## config.mk

```make
export PLATFORM = sky130hd
export DESIGN_NAME = vram_arbiter
export DESIGN_NICKNAME = d
export VERILOG_FILES = /design/src/rtl/vram_arbiter.sv
export SDC_FILE = /design/constraint.sdc
export NUM_CORES = 1
export LEC_CHECK = 0
export ABC_AREA = 1
export CAP_MARGIN = 20
export CORE_MARGIN = 2
export CORE_UTILIZATION = 30
export DETAILED_ROUTE_END_ITERATION = 6
export GPL_TIMING_DRIVEN = 0
export PLACE_DENSITY = 0.67
export SYNTH_ARGS = -nofsm -noshare
export SYNTH_HDL_FRONTEND = slang
export SYNTH_SLANG_ARGS = --single-unit
```

## constraint.sdc

```tcl
create_clock -name clk -period 3 [get_ports clk]
set_clock_uncertainty 0.15 [all_clocks]
set_input_delay 0.6 -clock clk [delete_from_list [all_inputs] [get_ports clk]]
set_output_delay 0.6 -clock clk [all_outputs]
set_load 0.05 [all_outputs]
```

## src/rtl/vram_arbiter.sv

```systemverilog
// Single-port VRAM arbiter for the RGB332 frame buffer: display reads > host writes > clear engine.
// Display reads are never stalled; the clear engine only uses cycles the display leaves idle.
module vram_arbiter #(
    parameter int H_ACTIVE = 640,
    parameter int V_ACTIVE = 480,
    parameter int ADDR_W   = 19,
    parameter int DATA_W   = 8
) (
    input  logic              clk,
    input  logic              rstn,
    input  logic              disp_req,
    input  logic [ADDR_W-1:0] disp_addr,
    output logic [DATA_W-1:0] disp_rdata,
    output logic              disp_rvalid,
    input  logic              host_valid,
    output logic              host_ready,
    input  logic [ADDR_W-1:0] host_addr,
    input  logic [DATA_W-1:0] host_wdata,
    input  logic              clr_start,
    input  logic [DATA_W-1:0] clr_color,
    output logic              clr_busy,
    output logic              clr_done,
    output logic              vram_en,
    output logic              vram_we,
    output logic [ADDR_W-1:0] vram_addr,
    output logic [DATA_W-1:0] vram_wdata,
    input  logic [DATA_W-1:0] vram_rdata
);
    localparam int FRAME_WORDS = H_ACTIVE * V_ACTIVE;
    localparam logic [ADDR_W-1:0] FRAME_END = ADDR_W'(FRAME_WORDS);
    localparam logic [ADDR_W-1:0] LAST_ADDR = ADDR_W'(FRAME_WORDS - 1);

    typedef enum logic [1:0] {IDLE, CLEAR, DONE} clr_state_t;

    clr_state_t        state;
    logic [ADDR_W-1:0] count;
    logic [DATA_W-1:0] color;
    logic              host_in_range;

    assign host_ready    = !disp_req && !clr_busy;
    assign host_in_range = host_addr < FRAME_END;
    assign disp_rdata    = vram_rdata;

    // Out-of-range host writes still complete the handshake but never reach the VRAM.
    always_comb begin
        vram_en    = 1'b0;
        vram_we    = 1'b0;
        vram_addr  = '0;
        vram_wdata = '0;
        if (disp_req) begin
            vram_en   = 1'b1;
            vram_addr = disp_addr;
        end else if (host_valid && host_ready) begin
            if (host_in_range) begin
                vram_en    = 1'b1;
                vram_we    = 1'b1;
                vram_addr  = host_addr;
                vram_wdata = host_wdata;
            end
        end else if (state == CLEAR) begin
            vram_en    = 1'b1;
            vram_we    = 1'b1;
            vram_addr  = count;
            vram_wdata = color;
        end
    end

    always_ff @(posedge clk or negedge rstn) begin
        if (!rstn) begin
            disp_rvalid <= 1'b0;
        end else begin
            disp_rvalid <= disp_req;
        end
    end

    // Clear engine: stalls whenever the display owns the port, so count only advances on writes.
    always_ff @(posedge clk or negedge rstn) begin
        if (!rstn) begin
            state    <= IDLE;
            count    <= '0;
            color    <= '0;
            clr_busy <= 1'b0;
            clr_done <= 1'b0;
        end else begin
            case (state)
                IDLE: begin
                    clr_done <= 1'b0;
                    if (clr_start) begin
                        color    <= clr_color;
                        count    <= '0;
                        clr_busy <= 1'b1;
                        state    <= CLEAR;
                    end
                end
                CLEAR: begin
                    if (!disp_req) begin
                        if (count == LAST_ADDR) begin
                            clr_busy <= 1'b0;
                            clr_done <= 1'b1;
                            state    <= DONE;
                        end else begin
                            count <= count + 1'b1;
                        end
                    end
                end
                DONE: begin
                    clr_done <= 1'b0;
                    state    <= IDLE;
                end
                default: begin
                    clr_busy <= 1'b0;
                    clr_done <= 1'b0;
                    state    <= IDLE;
                end
            endcase
        end
    end
endmodule
```

-- After elaboration in Yosys (flattened, before gate mapping)
Cells that the tools add are included.
- logic and storage cells: 55
- output and inout bits: 41
- bits of input ports: 67
- register bits: 32
- reduce and logical (&&, ||, !) cells: 11
- multiplexer cells: 28
- eq/ne operators: 7
- bitwise logic cells: 1
- add/subtract/negate cells: 1
- magnitude comparators: 1
- operators with widths (operator ; number):
    19-bit 2-to-1 mux ; 7
    19-bit case mux with 2 select lines ; 1
    8-bit 2-to-1 mux ; 4
    19-bit by 1-bit adder with 19-bit output (second input constant) ; 1
    19-bit equality test (second input constant) ; 1
    19-bit less-than comparator (second input constant) ; 1
    1-bit 2-to-1 mux ; 11
    4-bit AND reduction ; 2
    2-bit 2-to-1 mux ; 3
    2-bit inequality test (second input constant) ; 3
    2-bit case mux with 2 select lines ; 1
    2-bit AND reduction ; 2
    1-bit case mux with 3 select lines ; 1
    3-bit AND reduction ; 1
    2-bit by 1-bit equality test with 1-bit output (second input constant) ; 1
    2-bit equality test (second input constant) ; 1
    1-bit logical AND ; 2
    1-bit logical NOT ; 2
    2-bit logical NOT ; 1
    2-bit by 1-bit inequality test with 1-bit output (second input constant) ; 1
    2-bit nonzero test ; 1
    1-bit inverter ; 1

-- Depth between registers and ports, before layout
Gate-level depths: netlist of run 1.
- depth in word-level cells: 5
- depth in mapped cells: 10
- gate-level depth less buffers: 10

-- Worst setup path after synthesis of run 1
Ideal clock, no wire load.
- path type: register to output
- from: reg clr_busy
- to: out vram_en
- setup slack: -0.981 ns
- stages on the path, launching flop included: 7
- data required time: 2.250 ns
- data arrival time: 3.231 ns
- buffers on the path: 1
- cells stage by stage: dfrtp_1 -> nor2_1 -> nand2_1 -> inv_2 -> buf_4 -> nor2_1 -> o21ai_0
- word-level cells in the longest chain between the ends: 5
- RTL lines (element ; line ; RTL):
    start, declared ; 21 ; output logic clr_busy,
    start signal, assigned ; 82 ; clr_busy <= 1'b0;
    start signal, assigned ; 91 ; clr_busy <= 1'b1;
    start signal, assigned ; 98 ; clr_busy <= 1'b0;
    1-bit logical NOT ; 40 ; assign host_ready = !disp_req && !clr_busy;
    1-bit logical AND ; 40 ;
    named net host_ready ; 16 ; output logic host_ready,
    1-bit logical AND ; 53 ; end else if (host_valid && host_ready) begin
    1-bit 2-to-1 mux ; 53 ;
    1-bit 2-to-1 mux ; 50 ; if (disp_req) begin
    end, declared ; 23 ; output logic vram_en,
The timed path passes the listed nets, and every way through them passes these cells.

-- Worst setup path after layout of run 1
- from: in host_valid
- to: out vram_addr[2]
- word-level cells in the longest chain between the ends: 3
- RTL lines (element ; line ; RTL):
    start, declared ; 15 ; input logic host_valid,
    1-bit logical AND ; 53 ;
    19-bit 2-to-1 mux ; 53 ;
    19-bit 2-to-1 mux ; 50 ;
    end, declared ; 25 ; output logic [ADDR_W-1:0] vram_addr,
Every way passes these cells.

==> results of run 1 <==
[logic make-up (layout without fill, tap and decap cells)]
| kind of cell | Yosys count | after routing |
|---|---|---|
| and+or+nand+nor | 191 | 191 |
| AOI/OAI and AO/OA | 87 | 87 |
| adders and majority gates | 1 | 1 |
| DFF | 32 | 32 |
| muxes | 8 | 8 |
| buffers and inverters | 57 | 168 |
[final cells by class]
| type | count | area (um^2) |
|---|---|---|
| Buffer | 27 | 198 |
| Clock buffer | 6 | 72.6 |
| Clock inverter | 2 | 35.0 |
| Fill cell | 834 | 4410 |
| Inverter | 30 | 113 |
| Multi-Input combinational cell | 287 | 1610 |
| Sequential cell | 32 | 801 |
| Tap cell | 105 | 131 |
| Timing Repair Buffer | 103 | 930 |
[final timing paths]
check	startpoint	endpoint	slack, ns
max	host_valid	vram_addr[2]	0.06
min	rstn	disp_rvalid	0.22
max reg2reg	count[0]	count[16]	1.05
min reg2reg	color[3]	color[3]	0.36
max in group asynchronous	rstn	count[10]	1.99
min in group clk	color[3]	color[3]	0.36
[what timing repair did]
action	CTS	global route
pin swaps	2	1
resized for setup	148	16
buffers inserted	4	0
setup endpoints to repair	29	27
[Yosys cell counts, types with 5 or more instances]
cell,instances,area [um^2]
nand3_1,41,205
nor2_1,53,199
clkbuf_1,7,26.3
mux2_2,8,90.1
o21ai_0,11,55.1
a21oi_1,47,235
inv_1,25,93.8
o21ai_2,15,131
buf_4,11,82.6
o21ai_1,8,40.0
buf_2,5,25.0
inv_2,5,18.8
nand2_1,80,300
dfrtp_1,32,801
[power by group]
| part | switching, mW | total (mW) | internal [mW] | leakage, nW |
|---|---|---|---|---|
| logic | 0.436 | 0.705 | 0.269 | 1.24 |
| registers | 0.0576 | 0.543 | 0.485 | 0.422 |
| clock network | 0.166 | 0.412 | 0.246 | 0.0552 |
| total | 0.660 | 1.66 | 1.00 | 1.71 |
[flip-flops by register name, summed over array words and instances, names as in the netlist]
register and count:
count 19, color 8, state 2, clr_busy 1, clr_done 1, disp_rvalid 1
[cell usage in the layout, fill, tap and decap left out, drive strengths merged, types with 5 or more instances in the layout]
cell type      netlist  layout
o21ai               34      34
clkdlybuf4s50        0      68
a21oi               47      47
clkbuf               7      14
mux2                 8       8
nand3               42      42
inv                 30      30
nand2               84      84
clkdlybuf4s15        0       5
dfrtp               32      32
buf                 20      48
nor2                59      59
[worst register-to-register path, cell delays in order, from the launching register on]
cell and delay [ns]:
dfrtp_1 0.45, ha_1 0.21, nand2_1 0.10, nor2_4 0.18
nand2_4 0.11, nor2_8 0.13, nand3_4 0.11, nand2_4 0.13
buf_6 0.16, nand2_1 0.07, o21ai_2 0.06
[metrics by stage]
step	instance area, um^2	cells
6_report	3890	592
5_1_grt	3890	592
4_1_cts	3900	592
3_5_place_dp	3810	580
3_3_place_gp	3820	580
2_1_floorplan	2690	376
[layer usage]
layer | GRT usage [%] | routed length (um) | vias up
met4 | 5.74 | 102 | 0
met2 | 30.4 | 3980 | 117
met3 | 3.83 | 634 | 9
met1 | 23.3 | 3590 | 1358
li1 | - | - | 1464
met5 | 0 | 0 | -
==> run_results.csv, run 1 <==
group,metric,value,unit
routing,vias_per_cell,4.98,
timing,maxSlewViolCount,0,
synth,ys.warnings.count,0,
worst_setup_path,crit_buf_inv,4,
synth,synth-edff-count,0,
synth,synth_cell_types,30,
floorplanning,die_x,96.9,um
place,place_hpwl,6.36,mm
global_route,grt_pass1_wl,14.0,mm
hold_path,hp-class,"input pin to asynchronous set/reset pin",
synth,ys_ff_latch,32,
worst_setup_path,critPathKind,"input pin to output port",
timing,period_share,97.8,%
synth,syn_area,0.00259,mm^2
floorplanning,dieArea,0.00939,mm^2
worst_setup_path,cp-start-kind,"input pin",
routing,drtAntennaViolNets,0,
global_route,antenna_found_initial,0,
clock_tree,htree_levels,2,
synth,synthArstFlopShare,100,%
synth,synth_compound_area_share,19.5,%
worst_setup_path,cp.required,2.25,ns
routing,drt-pass1-iter-count,4,
floorplanning,row_count,33,
place,dp_slack,-1.11,ns
floorplanning,io_pins,108,
synth,synthAdderAreaFrac,0.483,%
layout,layout.nets,554,
clock_tree,hold_buffers,0,
timing,min_period,2.94,ns
clock_tree,cts.sinks,32,
worst_setup_path,worstPathArrival,2.19,ns
routing,drt_iter0_drc,120,
worst_setup_path,crit_cells,7,
layout,layout-drive-gt1-share,27.3,%
floorplanning,core,0.00830,mm^2
worst_setup_path,reg2regPathDepth,10,
clock_tree,numCtsBuffers,5,
clock_tree,clock_latency,0.29,ns
global_route,grt_max_degree,33,
synth,syn_inst,376,
global_route,first_global_vias,2862,
routing,vias,2948,
job,cap_violations,0,
global_route,grt_overflow,0,
power,power_density,427,mW/mm^2
power,vdd_drop_max,0.000184,V
timing,max_slew_margin,50.0,%
worst_setup_path,path_delay_family,"buffers and inverters",
routing,drc,0,
floorplanning,die_h,96.9,um
synth,synth_ff_type,"dfrtp_1",
layout,fin_util,46.9,%
worst_setup_path,cp_max_fo,10,
synth,synth_nets,444,
timing,finalHoldWorstSlack,0.224,ns
worst_setup_path,critPathSlowestCell,"clkdlybuf4s50_1",
clock_tree,cts_tree,"yes",
place,port_buffers,99,
synth,synth_xor_area_share,0,%
power,p_leak,1.71,nW
worst_setup_path,max_stage_delay,0.50,ns
timing,worstMarginPinSlew,0.750,ns
layout,syn_to_final_growth,50.1,%
synth,ys_seq_area_share,30.9,%
clock_tree,root_buffer,"clkbuf_8",
synth,postSynthAreaPerCell,6.89,um^2
layout,diodes,0,
timing,final_hold_viol_count,0,
place,gp_congestion,0.936,
power,fin_total_pwr,1.66,mW
timing,finalSetupViolCount,0,
floorplanning,start_util,31.2,%
synth,synthMuxAreaShare,3.48,%
outcome,status,"finished clean",
clock_tree,clk_path_buf_depth,2,
worst_setup_path,path_cells,"clkdlybuf4s50_1, nand2_4, inv_2, buf_4, nand3_1, a21oi_2, clkdlybuf4s18_2",
global_route,grtUsageTotal,18.1,%
worst_setup_path,worstSetupEndpointType,"output port",
timing,fin_ws,0.0645,ns
timing,fmax,0.341,GHz
timing,tns,0,ns
synth,synth-simple-area-share,34.0,%
synth,synth_top_family_by_area,"simple AND/OR/NAND/NOR gates",
routing,wl_per_cell,14.0,um
routing,wirelength,8.30,mm
clock_tree,clk_pin_slew,0.07,ns
Power figures use the tool's default switching activity.
==> run 2: changes to the inputs <==
- PLACE_DENSITY: 0.67 -> default
==> run_results.csv, run 2 (same netlist as run 1, synthesis figures left out) <==
group,metric,value,unit
outcome,status,"finished clean",
layout,layout-drive-gt1-share,26.8,%
floorplanning,io_pins,108,
power,pwr-share-comb,42.1,%
power,netSwitchingFraction,40.3,%
worst_setup_path,worstSetupStartpoint,"host_valid",
worst_setup_path,cp-start-kind,"input pin",
routing,drt_iter0_drc,157,
power,p_leak,1.72,nW
layout,fin_util,47.0,%
layout,largest_register_ffs,19,
global_route,grt_overflow,0,
routing,wl_per_cell,14.4,um
timing,rsz0062_at_grt,"true",
routing,wirelength,8.49,mm
global_route,grt_max_degree,33,
place,place_hpwl,6.64,mm
layout,layout.nets,552,
global_route,first_global_vias,2731,
power,power.switching,676,uW
global_route,antenna_found_initial,0,
hold_path,hp-class,"input pin to asynchronous set/reset pin",
clock_tree,htree_levels,2,
floorplanning,core,0.00830,mm^2
layout,multi_input_area,0.00161,mm^2
power,vdd_drop_max,0.000215,V
floorplanning,row_count,33,
clock_tree,clk_pin_slew,0.07,ns
global_route,grt_pass1_wl,14.1,mm
place,port_buffers,99,
floorplanning,die_x,96.9,um
worst_setup_path,cp.required,2.25,ns
worst_setup_path,cp_max_fo,10,
floorplanning,die_h,96.9,um
routing,drtAntennaViolNets,0,
timing,min_period,2.91,ns
layout,top_regs,"count x19, color x8, state x2",
layout,final_cell_mix,"nand2_1 (78), clkdlybuf4s50_1 (68), nor2_1 (50), nand3_1 (41), dfrtp_1 (32)",
power,seq_power_share,32.7,%
clock_tree,root_buffer,"clkbuf_8",
clock_tree,numCtsBuffers,5,
timing,max_slew_margin,50.8,%
layout,nFillCells,883,
clock_tree,clock_latency,0.29,ns
layout,final_common_cell,"nand2_1",
clock_tree,cts.sinks,32,
clock_tree,hold_buffers,0,
layout,diodes,0,
worst_setup_path,critPathKind,"input pin to output port",
place,post_dp_cell_area,0.00381,mm^2
routing,vias_per_cell,4.83,
layout,final_cell_area,0.00390,mm^2
timing,finalSetupViolCount,0,
clock_tree,clk_path_buf_depth,2,
worst_setup_path,r2r-start,"count[0]",
routing,drc,0,
clock_tree,cts_tree,"yes",
power,clkPwrFrac,25.2,%
timing,final_hold_viol_count,0,
timing,period_share,97.0,%
worst_setup_path,worstSetupEndpointType,"output port",
routing,vias,2847,
layout,syn_to_final_growth,50.6,%
job,cap_violations,0,
power,p_int,1.00,mW
power,power_density,430,mW/mm^2
layout,largest-register,"count",
global_route,grtUsageTotal,18.3,%
worst_setup_path,worstPathArrival,2.16,ns
routing,drt-pass1-iter-count,4,
floorplanning,start_util,31.2,%
timing,fmax,0.344,GHz
floorplanning,dieArea,0.00939,mm^2
place,gp_congestion,0.903,
timing,worstMarginPinSlew,0.738,ns
timing,maxSlewViolCount,0,
layout,seq_area,801,um^2
-- run 2: per-layer routing --
layer | vias up | part of all wire [%] | track usage (%)
li1 | 1453 | - | -
met1 | 1280 | 47 | 25.5
met2 | 108 | 45 | 29.2
met3 | 6 | 6.6 | 3.40
met4 | 0 | 1.1 | 5.09
met5 | - | 0 | 0
-- run 2: timing repair --
action,in CTS,in global routing
pin swaps,2,0
endpoints found under the setup margin,29,29
gates cloned,0,0
resized for setup,133,36
buffers inserted,2,0
-- run 2: power by group through the flow --
| stage | clock (mW) | sequential [mW] | combinational, mW |
|---|---|---|---|
| floorplan | 0 | 0.549 | 0.470 |
| global placement | 0 | 0.551 | 0.719 |
| detailed placement | 0 | 0.554 | 0.728 |
| CTS | 0.434 | 0.546 | 0.725 |
| global route | 0.456 | 0.556 | 0.765 |
| finish | 0.422 | 0.549 | 0.707 |
-- run 2: cell type report --
class                   instances  area share, %
multi-input cells             287           41.2
plain buffers                  27           5.23
inverters                      30           2.89
well taps                     105           3.37
flip-flops and latches         32           20.5
clock buffers                   5           1.76
clock inverters                 3           1.09
repair buffers                101           24.0
-- run 2: worst max-delay path, stage by stage --
cell and delay (ns):
clkdlybuf4s50_1 0.50, nand2_4 0.11, inv_2 0.14, buf_4 0.19, nand3_1 0.10, a21oi_2 0.12, clkdlybuf4s15_2 0.39
-- run 2: metrics by stage --
step | hold slack (ns) | total power [mW] | std cells | TNS (ns) | setup WS (ns)
detailed placement | 0.340 | 1.28 | 580 | -25.39 | -1.12
CTS | 0.238 | 1.71 | 590 | 0 | 0.00246
finish | 0.216 | 1.68 | 590 | 0 | 0.0894
global route | 0.265 | 1.78 | 590 | -0.0107 | -0.00516
global placement | 0.339 | 1.27 | 580 | -25.21 | -1.10
floorplan | 0.154 | 1.02 | 376 | 0 | 0.0752
-- run 2: worst paths after layout --
path | to | slack, ns | depth (start not counted)
worst max-delay path | vram_addr[1] | 0.09 | 7
worst min-delay path | color[6] | 0.22 | 1
worst max register to register | count[3] | 1.04 | 10
worst min register to register | clr_done | 0.36 | 2
max in group asynchronous | count[12] | 2.01 | 1
min in group clk | clr_done | 0.36 | 2
